$ cat config.mk
export PLATFORM = sky130hd
export DESIGN_NAME = branch_resolve_queue
export DESIGN_NICKNAME = d
export VERILOG_FILES = /design/src/rtl/branch_resolve_queue.sv
export SDC_FILE = /design/constraint.sdc
export NUM_CORES = 1
export LEC_CHECK = 0
export CAP_MARGIN = 0
export CELL_PAD_IN_SITES_DETAIL_PLACEMENT = 1
export CELL_PAD_IN_SITES_GLOBAL_PLACEMENT = 1
export CORE_UTILIZATION = 39
export DETAILED_ROUTE_END_ITERATION = 12
export GPL_ROUTABILITY_DRIVEN = 0
export PLACE_DENSITY_LB_ADDON = 0.1
export SYNTH_ARGS = -nofsm -noshare
export SYNTH_HDL_FRONTEND = slang
export SYNTH_SLANG_ARGS = --single-unit
$ cat constraint.sdc
create_clock -name clk -period 2.25 [get_ports clk]
set_input_delay 0.5625 -clock clk [delete_from_list [all_inputs] [get_ports clk]]
set_output_delay 0.5625 -clock clk [all_outputs]
set_load 0.03 [all_outputs]
$ cat src/rtl/branch_resolve_queue.sv
`default_nettype none
// ============================================================================
// Module      : branch_resolve_queue
// Description : In-order FIFO of in-flight branches. It captures each
//               prediction, checks it at resolve time and flushes the
//               wrong-path entries when the prediction was wrong.
// Revision    : 1.0 - initial release
// ============================================================================
module branch_resolve_queue #(
    parameter int DEPTH = 4,
    parameter int TAG_W = 8,
    parameter int CNT_W = 16
) (
    input  logic                     clk,
    input  logic                     rst,
    input  logic                     issue_valid,
    input  logic [TAG_W-1:0]         issue_tag,
    output logic                     issue_ready,
    output logic                     pred_req,
    input  logic                     pred_in,
    output logic                     pred_valid,
    output logic                     pred_out,
    output logic [TAG_W-1:0]         pred_tag,
    input  logic                     resolve_valid,
    input  logic                     resolve_taken,
    output logic                     resolve_ready,
    output logic                     upd_result,
    output logic                     upd_taken,
    output logic                     mispredict,
    output logic [TAG_W-1:0]         mispredict_tag,
    output logic [CNT_W-1:0]         miss_count,
    output logic [$clog2(DEPTH):0]   occupancy
);

    localparam int PTR_W = $clog2(DEPTH);
    localparam int OCC_W = PTR_W + 1;

    logic [TAG_W-1:0] tag_mem [DEPTH];
    logic [DEPTH-1:0] pred_mem;
    logic [PTR_W-1:0] wr_ptr;
    logic [PTR_W-1:0] rd_ptr;
    logic [PTR_W-1:0] pending_ptr;
    logic [OCC_W-1:0] count;
    logic             pending;
    logic             issue_acc;
    logic             res_acc;
    logic             miss;

    assign issue_ready   = (count < OCC_W'(DEPTH));
    // The head's prediction is only written at the end of its capture cycle.
    assign resolve_ready = (count != '0) && !(pending && (pending_ptr == rd_ptr));
    assign pred_req      = issue_valid & issue_ready;
    assign upd_result    = resolve_valid & resolve_ready;
    assign upd_taken     = resolve_taken;
    assign pred_out      = pred_in;
    assign pred_valid    = pending;
    assign occupancy     = count;

    assign issue_acc = pred_req;
    assign res_acc   = upd_result;
    assign miss      = res_acc && (pred_mem[rd_ptr] != resolve_taken);

    always_ff @(posedge clk or posedge rst) begin
        if (rst) begin
            wr_ptr         <= '0;
            rd_ptr         <= '0;
            pending_ptr    <= '0;
            count          <= '0;
            pending        <= 1'b0;
            pred_tag       <= '0;
            mispredict     <= 1'b0;
            mispredict_tag <= '0;
            miss_count     <= '0;
        end else begin
            if (res_acc) begin
                rd_ptr <= rd_ptr + 1'b1;
            end
            if (miss) begin
                // Wrong path: the queue empties and a same-cycle issue is dropped.
                count   <= '0;
                wr_ptr  <= rd_ptr + 1'b1;
                pending <= 1'b0;
            end else begin
                if (issue_acc) begin
                    wr_ptr      <= wr_ptr + 1'b1;
                    pending     <= 1'b1;
                    pending_ptr <= wr_ptr;
                    pred_tag    <= issue_tag;
                end else begin
                    pending <= 1'b0;
                end
                case ({issue_acc, res_acc})
                    2'b10:   count <= count + 1'b1;
                    2'b01:   count <= count - 1'b1;
                    default: count <= count;
                endcase
            end
            mispredict <= miss;
            if (miss) begin
                mispredict_tag <= tag_mem[rd_ptr];
                if (miss_count != '1) begin
                    miss_count <= miss_count + 1'b1;
                end
            end
        end
    end

    // Entry storage needs no reset; occupancy alone says which entries are live.
    always_ff @(posedge clk) begin
        if (pending && !miss) begin
            pred_mem[pending_ptr] <= pred_in;
        end
        if (issue_acc && !miss) begin
            tag_mem[wr_ptr] <= issue_tag;
        end
    end

endmodule
`default_nettype wire

==> out/results.txt <==
drc violations - 0
mux cell area share after synthesis - 10.8%
max-cap violation count - 0
worst path buffer plus inverter count - 2
Simple-Gate Fraction of Synth Area - 12.6%
CTS root buf - clkbuf_8
TritonCTS Buffers - 9
vias in the first global route - 2,334
# rows - 33
Post-Syn Area - 3440 um^2
WHS - 0.481 ns
maximum root-to-sink buffer count - 2
diode count - 0
most frequent cells in the layout - 51 x clkdlybuf4s50_1, 42 x dfrtp_1, 36 x edfxtp_1
flops & latches, synth - 79
met2 track demand over resource - 28.3%
main combinational cell family by area after synthesis - simple AND/OR/NAND/NOR gates
Pleak - 0.00183 uW
Worst Hold Class - reg2reg
setup ws final - 0.0632 ns
Combinational Power Share - 46.5%
ratio of cells with drive above 1 in the final layout - 24.0%
Crit path max-delay family - flip-flops
fill count - 850
initial antenna violation count - 0
clock-pin slew on the worst setup and hold paths - 0.08 ns
vias per cell - 5.00
Port Buffers - 56
clock sinks - 79
Reg area - 2160 um^2
Clock Skews - 0.0119 ns
Startpoint Class - register
fmax - 457 MHz
period utilization - 97.2%
complex-gate fraction of the synthesized area - 2.32%
relative slew slack - 69.1%
Post-Syn Instances - 241
Synth cell types - 41
Warnings, synthesis - 0
Iteration-0 DRC Markers - 78
status - finished, final reports clean
# IOs - 57
WL per Instance - 16.8 um
RSZ-0062 raised after global routing - yes
area occupied by multi-input gates - 1180 um^2
Initial Utilization - 41.1%
post-synthesis adder-cell area fraction - 2.40%
Final Max Tran Viols - 0
Syn Nets - 261
post-route ant nets - 0
DP HPWL - 5.05 mm
first-pass GRT wire length - 12.0 mm
sequential share of the synthesized area - 62.6%
Final Hold Vio Count - 0
met3 Resource Use GR - 4.74%
Max FO, Critical Path - 6
CTS Hold Buffers Added - 0
post-route minimum period - 2.19 ns
CP Capture Type - output pin
critical path class - reg2out
area of the core - 8380 um^2
synthesis-to-finish area growth - 28.2%
Routed WL - 7.23 mm
Pint - 3670 uW
PD cells - 1350 nW/um^2
actual slew at the worst max-slew pin - 0.464 ns
gr usage total - 17.9%
Layout Nets - 340
share of power burned in registers - 36.9%
critical-path cell list - xor2_1 -> o31ai_4 -> inv_2 -> buf_4
DP Worst Slack - -0.0626 ns
Slowest-stage cell, CP - dfrtp_2
CTS H-tree depth - 3
commonest non-fill, non-tap cell in the layout - clkdlybuf4s50_1
Net Sw Frac - 38.5%
via count - 2,150
GRT overflow - 0
worst skew pair latency - 0.35 ns
Worst VDD drop - 0.738 mV
die area - 9210 um^2
synthesized area per cell - 14.3 um^2
GR peak layer - met2
Die Width - 96.0 um
Clock power frac - 16.6%
Worst Path Required - 1.69 ns
CP peak stage delay - 0.46 ns
Net Sw Power - 2300 uW
XOR/XNOR Fraction of Synth Area - 5.81%
CTS tree - done
largest net degree at the start of global routing - 44
Setup-failing EPs final - 0
met1 usage - 23.7%
first-pass detailed-route iteration total - 4
Arr. time, crit path - 1.62 ns
Die Height - 96.0 um
cell type report:
cell class                      count  area share, %
Inverter                            8          0.680
Multi-Input combinational cell    143           26.7
Clock buffer                       12           3.51
Timing Repair Buffer               79           16.6
Sequential cell                    79           48.9
Tap cell                          105           2.98
Clock inverter                      4          0.680
worst paths after layout:
kind	cells after the start	endpoint	slack [ns]	start
worst max-delay path	4	upd_result	0.06	pending_ptr[1]
worst min-delay path	2	mispredict_tag[5]	0.48	mispredict_tag[5]
worst max register to register	4	tag_mem[3][3]	0.10	rd_ptr[0]
worst min register to register	2	mispredict_tag[5]	0.48	mispredict_tag[5]
max in group asynchronous	3	rd_ptr[0]	1.47	rst
min in group asynchronous	3	pred_tag[7]	0.56	rst
worst register-to-register path, delay by kind of cell, from the launching register on:
family / cells / cell delay, ns
flops: 1 / 0.39
simple gates: 2 / 0.67
xor+xnor: 1 / 0.20
mux: 1 / 0.54
layer usage:
layer | vias to the layer above | wire length (um)
met4 | 0 | 69
met5 | - | 0
met1 | 1083 | 3380
met2 | 48 | 3510
li1 | 1013 | -
met3 | 6 | 272
metrics by stage:
step,utilization (%),area (um^2),total power [uW],TNS (ns),instances
finish,52.7,4420,5970,0,430
floorplan,-,3440,3990,0,241
CTS,52.5,4400,6020,0,429
global placement,50.3,4210,4940,-0.290,413
detailed placement,50.3,4210,5020,-1.55,413
global route,52.7,4420,6340,-0.0288,430
kinds of logic after synthesis:
group                    Yosys count
AND/OR/NAND/NOR                   84
flip-flops                        79
XOR/XNOR                          22
multiplexers                      21
buffers and inverters             19
AO/OA/AOI/OAI                     10
adder cells (fa/ha/maj)            6
power groups by stage:
stage | clock (uW) | sequential [uW] | combinational, uW
2_1_floorplan | 0 | 2630 | 1360
3_3_place_gp | 0 | 2210 | 2740
3_5_place_dp | 0 | 2230 | 2790
4_1_cts | 1010 | 2210 | 2800
5_1_grt | 1070 | 2260 | 3010
6_report | 989 | 2200 | 2770
flip-flops by register name (all words and copies together) (netlist names):
register,cells
mispredict,1
rd_ptr,2
tag_mem,32
wr_ptr,2
pred_valid,1
pred_tag,8
occupancy,3
mispredict_tag,8
miss_count,16
pending_ptr,2
pred_mem,4
Yosys cell counts (all sizes together):
| master | instances | area [um^2] |
|---|---|---|
| clkbuf | 3 | 11.3 |
| nor2b | 1 | 6.26 |
| and3 | 5 | 31.3 |
| nand2b | 1 | 13.8 |
| mux4 | 9 | 203 |
| nand3 | 11 | 55.1 |
| and4b | 1 | 10.0 |
| fa | 1 | 20.0 |
| nand4 | 4 | 25.0 |
| nor3b | 2 | 15.0 |
| inv | 8 | 30.0 |
| xnor2 | 11 | 104 |
| or2 | 1 | 6.26 |
| and4 | 2 | 17.5 |
| nor4 | 2 | 27.5 |
| nand2 | 34 | 128 |
| xor2 | 11 | 96.3 |
| and2 | 2 | 15.0 |
| o211ai | 1 | 7.51 |
| o21ai | 3 | 15.0 |
| nor3 | 9 | 50.1 |
| mux2 | 12 | 169 |
| nor2 | 9 | 33.8 |
| edfxtp | 36 | 1080 |
| o31ai | 1 | 21.3 |
| dfrtp | 43 | 1080 |
| a21oi | 2 | 10.0 |
| a311o | 1 | 10.0 |
| ha | 5 | 62.6 |
| buf | 8 | 77.6 |
| o31a | 1 | 8.76 |
| a211oi | 1 | 7.51 |
what timing repair did:
action	in CTS	in global routing
resized for setup	0	4
buffers inserted	0	1
endpoints found under the setup margin	0	5
hold endpoints to repair	0	0
Note: power is estimated with default switching activity, not from simulation.
